==> src/rtl/wb_line_fetch_pkg.sv <==
// Shared widths, FSM state encoding and a small helper for the Wishbone line fetcher.
package wb_line_fetch_pkg;

  localparam int DEF_ADDR_W  = 17;
  localparam int DEF_LEN_W   = 10;
  localparam int DEF_FIFO_AW = 4;
  localparam int DEF_TMO_W   = 15;

  localparam logic [2:0] ST_IDLE = 3'd0;
  localparam logic [2:0] ST_REQ  = 3'd1;
  localparam logic [2:0] ST_GAP  = 3'd2;
  localparam logic [2:0] ST_HOLD = 3'd3;
  localparam logic [2:0] ST_FIN  = 3'd4;

  // True when the FIFO will have a free entry after this cycle's pop.
  function automatic logic fifo_room(input logic one_free, input logic pop);
    return one_free | pop;
  endfunction

endpackage

==> src/rtl/wb_line_fetch_fifo.sv <==
// Single-clock first-word-fall-through FIFO with synchronous active-low reset.
module sync_fifo_fwft
  import wb_line_fetch_pkg::*;
#(
  parameter int DW = 8,
  parameter int AW = DEF_FIFO_AW
) (
  input  logic          clk_i,
  input  logic          rst_i,
  input  logic          push_i,
  input  logic [DW-1:0] din_i,
  input  logic          pop_i,
  output logic [DW-1:0] dout_o,
  output logic          full_o,
  output logic          empty_o,
  output logic          one_free_o,
  output logic [AW:0]   level_o
);

  localparam int          DEPTH_I = 1 << AW;
  localparam logic [AW:0] DEPTH   = DEPTH_I[AW:0];

  logic [DW-1:0] mem_q [DEPTH_I];
  logic [AW-1:0] wr_ptr_q, wr_ptr_d;
  logic [AW-1:0] rd_ptr_q, rd_ptr_d;
  logic [AW:0]   level_q, level_d;
  logic          push_s, pop_s;

  assign full_o     = (level_q == DEPTH);
  assign empty_o    = (level_q == {(AW+1){1'b0}});
  assign one_free_o = ~full_o;
  assign level_o    = level_q;
  assign dout_o     = mem_q[rd_ptr_q];

  // A push into a full FIFO is accepted only when the head leaves on the same edge.
  assign pop_s  = pop_i & ~empty_o;
  assign push_s = push_i & (~full_o | pop_s);

  // Pointer and occupancy next-state.
  always_comb begin
    wr_ptr_d = wr_ptr_q;
    rd_ptr_d = rd_ptr_q;
    level_d  = level_q;
    if (push_s) begin
      wr_ptr_d = wr_ptr_q + AW'(1);
    end else begin
      wr_ptr_d = wr_ptr_q;
    end
    if (pop_s) begin
      rd_ptr_d = rd_ptr_q + AW'(1);
    end else begin
      rd_ptr_d = rd_ptr_q;
    end
    if (push_s && !pop_s) begin
      level_d = level_q + (AW+1)'(1);
    end else if (pop_s && !push_s) begin
      level_d = level_q - (AW+1)'(1);
    end else begin
      level_d = level_q;
    end
  end

  // Pointer and occupancy registers.
  always_ff @(posedge clk_i) begin
    if (!rst_i) begin
      wr_ptr_q <= {AW{1'b0}};
      rd_ptr_q <= {AW{1'b0}};
      level_q  <= {(AW+1){1'b0}};
    end else begin
      wr_ptr_q <= wr_ptr_d;
      rd_ptr_q <= rd_ptr_d;
      level_q  <= level_d;
    end
  end

  // Storage array; contents need no reset because the pointers define validity.
  always_ff @(posedge clk_i) begin
    if (push_s) begin
      mem_q[wr_ptr_q] <= din_i;
    end
  end

endmodule

==> src/rtl/wb_line_fetch.sv <==
// Wishbone read master fetching a run of bytes, one single-beat cycle per byte,
// into a FWFT FIFO drained by a valid/ready byte consumer.
module wb_line_fetch
  import wb_line_fetch_pkg::*;
#(
  parameter int ADDR_W  = DEF_ADDR_W,
  parameter int LEN_W   = DEF_LEN_W,
  parameter int FIFO_AW = DEF_FIFO_AW,
  parameter int TMO_W   = DEF_TMO_W
) (
  input  logic              clk_i,
  input  logic              rst_i,
  input  logic              start_i,
  input  logic [ADDR_W-1:0] base_i,
  input  logic [LEN_W-1:0]  len_i,
  output logic              busy_o,
  output logic              done_o,
  output logic              err_o,
  output logic              wb_cyc_o,
  output logic              wb_we_o,
  output logic [ADDR_W-1:0] wb_addr_o,
  input  logic              wb_ack_i,
  input  logic [7:0]        wb_dat_i,
  output logic              rd_valid_o,
  output logic [7:0]        rd_data_o,
  input  logic              rd_ready_i
);

  logic [2:0]        state_q, state_d;
  logic [ADDR_W-1:0] addr_q, addr_d;
  logic [ADDR_W-1:0] wb_addr_q, wb_addr_d;
  logic [LEN_W-1:0]  cnt_q, cnt_d;
  logic [TMO_W-1:0]  tmo_q, tmo_d, tmo_inc_s;
  logic              err_q, err_d;
  logic              busy_q, done_q, cyc_q;
  logic              push_s, pop_s, room_s, tmo_hit_s;
  logic              empty_s, full_s, one_free_s;
  logic [FIFO_AW:0]  level_s;
  logic              fifo_unused_s;

  assign pop_s         = ~empty_s & rd_ready_i;
  assign push_s        = (state_q == ST_REQ) & wb_ack_i;
  assign room_s        = fifo_room(one_free_s, pop_s);
  assign tmo_inc_s     = tmo_q + TMO_W'(1);
  assign tmo_hit_s     = &tmo_inc_s;
  assign fifo_unused_s = ^{full_s, level_s};

  assign busy_o     = busy_q;
  assign done_o     = done_q;
  assign err_o      = err_q;
  assign wb_cyc_o   = cyc_q;
  assign wb_we_o    = 1'b0;
  assign wb_addr_o  = wb_addr_q;
  assign rd_valid_o = ~empty_s;

  sync_fifo_fwft #(
    .DW (8),
    .AW (FIFO_AW)
  ) u_fifo (
    .clk_i      (clk_i),
    .rst_i      (rst_i),
    .push_i     (push_s),
    .din_i      (wb_dat_i),
    .pop_i      (pop_s),
    .dout_o     (rd_data_o),
    .full_o     (full_s),
    .empty_o    (empty_s),
    .one_free_o (one_free_s),
    .level_o    (level_s)
  );

  // Run sequencing; a start facing a FIFO still full of old bytes waits in HOLD
  // so that an acknowledge can never arrive with nowhere to put the byte.
  always_comb begin
    state_d = state_q;
    addr_d  = addr_q;
    cnt_d   = cnt_q;
    err_d   = err_q;
    tmo_d   = {TMO_W{1'b0}};
    case (state_q)
      ST_IDLE: begin
        if (start_i) begin
          err_d = 1'b0;
          if (len_i != {LEN_W{1'b0}}) begin
            addr_d  = base_i;
            cnt_d   = len_i;
            state_d = room_s ? ST_REQ : ST_HOLD;
          end else begin
            state_d = ST_FIN;
          end
        end else begin
          state_d = ST_IDLE;
        end
      end
      ST_REQ: begin
        if (wb_ack_i) begin
          addr_d  = addr_q + ADDR_W'(1);
          cnt_d   = cnt_q - LEN_W'(1);
          state_d = (cnt_q == LEN_W'(1)) ? ST_FIN : ST_GAP;
        end else if (tmo_hit_s) begin
          err_d   = 1'b1;
          state_d = ST_FIN;
        end else begin
          tmo_d   = tmo_inc_s;
        end
      end
      ST_GAP:  state_d = room_s ? ST_REQ : ST_HOLD;
      ST_HOLD: state_d = room_s ? ST_REQ : ST_HOLD;
      ST_FIN:  state_d = ST_IDLE;
      default: state_d = ST_IDLE;
    endcase
  end

  // The bus address follows the fetch pointer only while a cycle is presented.
  always_comb begin
    if (state_d == ST_REQ) begin
      wb_addr_d = addr_d;
    end else begin
      wb_addr_d = wb_addr_q;
    end
  end

  // State, datapath and registered status outputs.
  always_ff @(posedge clk_i) begin
    if (!rst_i) begin
      state_q   <= ST_IDLE;
      addr_q    <= {ADDR_W{1'b0}};
      wb_addr_q <= {ADDR_W{1'b0}};
      cnt_q     <= {LEN_W{1'b0}};
      tmo_q     <= {TMO_W{1'b0}};
      err_q     <= 1'b0;
      busy_q    <= 1'b0;
      done_q    <= 1'b0;
      cyc_q     <= 1'b0;
    end else begin
      state_q   <= state_d;
      addr_q    <= addr_d;
      wb_addr_q <= wb_addr_d;
      cnt_q     <= cnt_d;
      tmo_q     <= tmo_d;
      err_q     <= err_d;
      busy_q    <= (state_d != ST_IDLE);
      done_q    <= (state_d == ST_FIN);
      cyc_q     <= (state_d == ST_REQ);
    end
  end

endmodule
==> config.mk <==
export PLATFORM = sky130hd
export DESIGN_NAME = wb_line_fetch
export DESIGN_NICKNAME = d
export VERILOG_FILES = /design/src/rtl/wb_line_fetch_pkg.sv /design/src/rtl/wb_line_fetch_fifo.sv /design/src/rtl/wb_line_fetch.sv
export SDC_FILE = /design/constraint.sdc
export NUM_CORES = 1
export LEC_CHECK = 0
export ABC_AREA = 1
export CAP_MARGIN = 20
export CORE_MARGIN = 5
export CORE_UTILIZATION = 45
export DETAILED_ROUTE_END_ITERATION = 16
export HOLD_SLACK_MARGIN = 0.08
export MAX_ROUTING_LAYER = met4
export PLACE_DENSITY = 0.64
export SKIP_LAST_GASP = 1
export SYNTH_ARGS = -nofsm -noshare
export SYNTH_HDL_FRONTEND = slang
export SYNTH_SLANG_ARGS = --single-unit
==> constraint.sdc <==
create_clock -name clk_i -period 5.13 [get_ports clk_i]
set_input_delay 1.026 -clock clk_i [delete_from_list [all_inputs] [get_ports clk_i]]
set_output_delay 1.026 -clock clk_i [all_outputs]
set_load 0.03 [all_outputs]
Word-level counts from Yosys, hierarchy flattened --
Memories as Yosys holds them, arrays and structs flattened. A register that Yosys moved wholly into a read port is not among the register bits. Index checks and enable logic that the tools add are counted.
Cells by class: $add $sub $neg 7, equality and inequality tests 12, mux-type cells 25, bitwise logic cells 10, reduce and logical (&&, ||, !) cells 15
Operators by type and width (count):
- 2-to-1 mux 17 bit | 3
- one-hot mux 17 bit (2 select lines) | 1
- 2-to-1 mux 10 bit | 3
- one-hot mux 10 bit (2 select lines) | 1
- adder 17 x 1 -> 17 bit (second input constant) | 1
- adder 15 x 1 -> 15 bit (second input constant) | 1
- 2-to-1 mux 3 bit | 5
- AND reduction 15 bit | 1
- == test 10 x 1 -> 1 bit (second input constant) | 1
- 2-to-1 mux 5 bit | 2
- inequality test 2 bit (second input constant) | 5
- nonzero test 10 bit | 1
- subtractor 10 x 1 -> 10 bit (second input constant) | 1
- one-hot mux 3 bit (3 select lines) | 1
- adder 4 x 1 -> 4 bit (second input constant) | 2
- 2-to-1 mux 4 bit | 2
- AND reduction 4 bit | 2
- == test 3 x 1 -> 1 bit (second input constant) | 2
- == test 3 x 2 -> 1 bit (second input constant) | 2
- adder 5 x 1 -> 5 bit (second input constant) | 1
- == test 5 bit (second input constant) | 1
- logical NOT 5 bit | 1
- 2-to-1 mux 1 bit | 5
- subtractor 5 x 1 -> 5 bit (second input constant) | 1
- other kinds (13) | 23
Word-level totals: register bits 79, memory bits (writable) 128, input port bits 40, output and inout port bits 31, logic and storage cells 82, memories 1
Memories:
- u_fifo.mem_q | depth 16, width 8, read ports 1, clocked after Yosys merged registers in 1, write ports 1, RTL line wb_line_fetch_fifo.sv:23 | logic [DW-1:0] mem_q [DEPTH_I];

Depth between registers and ports, before layout --
word-level depth 10, depth in mapped cells 18, depth with buffers taken out 18

By module --
A second synthesis with hierarchy kept.
Unflattened totals: cells, all modules 1130, area total of the unflattened synthesis 9944.5 µm²
By module, submodules not included:
- sync_fifo_fwft | instances 1, cells each 590, area each 6264.8 µm², seq. area each 4184.0 µm²
- wb_line_fetch | instances 1, cells each 540, area each 3679.8 µm², seq. area each 1321.3 µm²

Least setup slack after synthesis --
OpenSTA, ideal clock, no wires.
path kind input -> register, from in wb_ack_i, to reg u_fifo.level_q[4] (netlist: u_fifo.level_o[4]), arrival time 2.758 ns, required time 5.011 ns, slack 2.253 ns, stages on the path 15, buffers on the path 0, path through inv_1 > nor2_2 > inv_2 > nor2_4 > ha_1 > inv_1 > ha_1 > nand2_1 > nor2_1 > a211oi_1 > nand2_1 > nand2_1 > nor2_1 > o21ai_0 > a21oi_1
Between the ends: word-level cells in the longest chain between the ends 5, elaborated cells between the ends (all ways) 7
Ends and longest elaborated chain:
- start: declaration | RTL line wb_line_fetch.sv:22 | input logic wb_ack_i,
- AND 1 bit (*) | RTL line wb_line_fetch.sv:42 | assign push_s = (state_q == ST_REQ) & wb_ack_i;
- AND 1 bit (*) | RTL line wb_line_fetch_fifo.sv:37 | assign push_s = push_i & (~full_o | pop_s);
- net u_fifo.push_s | RTL line wb_line_fetch_fifo.sv:27 | logic push_s, pop_s;
- logical NOT 1 bit | RTL line wb_line_fetch_fifo.sv:56 | end else if (pop_s && !push_s) begin
- logical AND 1 bit | RTL line wb_line_fetch_fifo.sv:56
- nonzero test 2 bit (no line)
- end signal: assignment | RTL line wb_line_fetch_fifo.sv:68 | level_q <= {(AW+1){1'b0}};
- end signal: assignment | RTL line wb_line_fetch_fifo.sv:72 | level_q <= level_d;
- end: declaration | RTL line wb_line_fetch_fifo.sv:26 | logic [AW:0] level_q, level_d;
The timed path passes the listed nets; every way through them passes the cells marked *. A chain may end at the register's enable or synchronous reset.

==> run metrics <==
sequential share of power between 40% and 50%; layout cells sized above 1 under 10%; fin crit share 77.7%; post-synth top area share 39.7%; register bit total from synthesis 211; synth top area cells edfxtp_1, dfxtp_1, nand2_1; leading area contributor after synthesis edfxtp_1; Starting DRT DRC Count 402; worst r2r src state_q[2]; first-pass GRT wire length 36600 microns; detailed placement HPWL 15200 microns; final WL approximately 23000 microns; maximum fanout along the worst path 38; CTS buffer count 24; startpoint types flop; Starting Density a little under half; Syn. warnings 0; Worst EP required around 4 ns; worst hold path stage count 1; clock period minus worst slack 3.98 ns; Mapped Area slightly below 10000 sq um; clock share of power approximately 34%; worst-skew pair later-pin latency about 0.51 ns; Comb power frac 25.0%; clock sink total 211; Leak around 0.0042 uW; fin nets 1163; PwrDens 431 nW/um^2; Net Sw Frac 31.4%; min-delay src tmo_q[0]; RSZ-0062 raised after global routing false; R2R setup slack 1.69 ns; # hold bufs at CTS 0; hold endpoint tmo_q[0]; CP endpoint kind primary output; area grow syn2layout 16.9%; top-count cell post-synth nand2_1; Async SR Flop Fraction 0%; # diodes 0; vias in the first global route slightly above 7k; Hold Vio Cnt, Final 0; Max Cap Violations 0; Core Area 21100 sq um; highest clock rate 0.251 GHz; GP Congestion 0.888; initial antenna violation count 0; GR Overflow Total 0; design internal power between 3000 and 4000 uW; die width 157 microns; PostCTS Resize Cnt 0; DRT antenna net count 0; P_sw 1530 uW; DRC viols 0; Mapped Cells 1050; Vias/cell 5.18; outcome completed; Commonest cells post-synth nand2_1, edfxtp_1, nor2_1; Ports 71; die extent in y 157 microns; maximum buffer depth of the clock tree 3; Pre-Repair DR Iteration Count 4; Worst Reg-to-Reg Cells 18; IO buf count 69; Root Buffer clkbuf_16; actual slew at the worst max-slew pin 1.06 ns; DR vias 7237; CTS clk-pin slew, worst paths 0.06 ns; Synth Net Count 1105; RR Endpoint u_fifo.level_o[4]; EDFF count, synth approximately 130; FP Rows between 50 and 60; CP arrival 2.96 ns; HP Class reg2reg; commonest register cell after synthesis edfxtp_1; Post-CTS Setup Inserts 0; clk_skew 0.0122 ns; setup TNS 0 ns; sequential cell area fraction in the yosys report 56.8%; Max rail drop VDD ~0.00027 V; Crit Path Class reg2out; CTS tree built; wire per inst ~16 microns; Tot Pwr 4890 uW; worst rel slew slack about 30%; Setup Viol. Count Final 0; GRT Overall Usage about a fifth; Fillers 1911; die area 24600 sq um; syn avg cell area slightly above 9 sq um; Slew Limit Fails 0; Yosys cell types 40; largest net degree at the start of global routing 39; CTS H-tree lvls 1
## kinds of logic (layout without fill, tap and decap cells)
family	count (synthesis)	in the layout	share of synthesized area, %
AND/OR/NAND/NOR	402	402	17.7
AO/OA/AOI/OAI	219	219	12.6
flip-flops	211	211	56.8
buffers and inverters	163	236	6.89
multiplexers	32	32	3.30
adder cells (fa/ha/maj)	15	15	2.01
XOR/XNOR	7	7	0.633
other	1	1	0.0387
## layer usage
layer,track usage [%],wire length [microns]
met4,6.20,740
met2,31.3,10700
met5,-,0
met3,2.54,1020
met1,24.7,10200
## layout by cell type, fill, tap and decap left out, types with 4 or more instances in the layout
cell type	n
nand2_1	180
edfxtp_1	128
nor2_1	122
inv_1	114
a21oi_1	91
dfxtp_1	82
o21ai_0	78
clkdlybuf4s50_1	69
nand3_1	53
mux2i_1	32
o211ai_1	32
clkbuf_16	24
ha_1	14
nand4_1	11
nor3_1	10
nor2_2	7
a211oi_1	6
inv_2	6
or2_2	6
buf_4	6
clkinv_1	5
xor2_1	4
nand3_2	4
## power groups by stage
stage	Clock (uW)	Sequential [uW]	Combinational [uW]
global route	1790	2000	1360
detailed placement	0	2020	1240
finish	1680	1980	1220
CTS	1710	1980	1240
floorplan	0	2020	823
global placement	0	2020	1220
## how the worst max path moves through the flow
stage                        start                end  slack, ns  cells past startpoint
final                         flop       rd_data_o[0]       1.15                      7
after global routing          flop       rd_data_o[1]       0.99                      6
after CTS                     flop       rd_data_o[0]       1.13                      7
after detailed placement  wb_ack_i  u_fifo.level_o[4]       1.30                     16
after global placement    wb_ack_i  u_fifo.level_o[4]       1.38                     16
after floorplan           wb_ack_i  u_fifo.level_o[4]       2.25                     15
## per-stage QoR
step | instances | instance area (sq um) | setup WS, ns | utilization (%) | hold WS, ns
floorplan | 1050 | 9690 | 2.25 | - | 0.430
global placement | 1357 | 10600 | 1.38 | 50.1 | 0.447
detailed placement | 1357 | 10600 | 1.30 | 50.1 | 0.458
CTS | 1398 | 11300 | 1.13 | 53.7 | 0.473
global route | 1398 | 11300 | 0.991 | 53.7 | 0.508
finish | 1398 | 11300 | 1.15 | 53.7 | 0.471
## registers in the layout, indices dropped and copies added, names as in the netlist, named ones only
register         cells
u_fifo.mem_q       128
addr_q              17
wb_addr_o           17
tmo_q               15
cnt_q               10
u_fifo.level_o       5
u_fifo.rd_ptr_q      4
u_fifo.wr_ptr_q      4
state_q              3
busy_o               1
done_o               1
err_o                1
wb_cyc_o             1
## worst max-delay path, cell delays in order (launching register included)
cell             delay (ns)
dfxtp_4                0.60
buf_4                  0.42
a21oi_1                0.12
o21ai_0                0.16
o21ai_0                0.17
o211ai_1               0.28
nand2_1                0.08
clkdlybuf4s50_1        0.60
## final cells by class
cell class,instances,area (sq um),share of cell area (%)
multi-input cells,676,3520,31.0
flip-flops and latches,211,5510,48.6
clock buffers,27,612,5.40
well taps,275,344,3.04
clock inverters,14,164,1.45
inverters,120,450,3.97
repair buffers,75,736,6.49
Note: power is estimated with default switching activity, not from simulation.
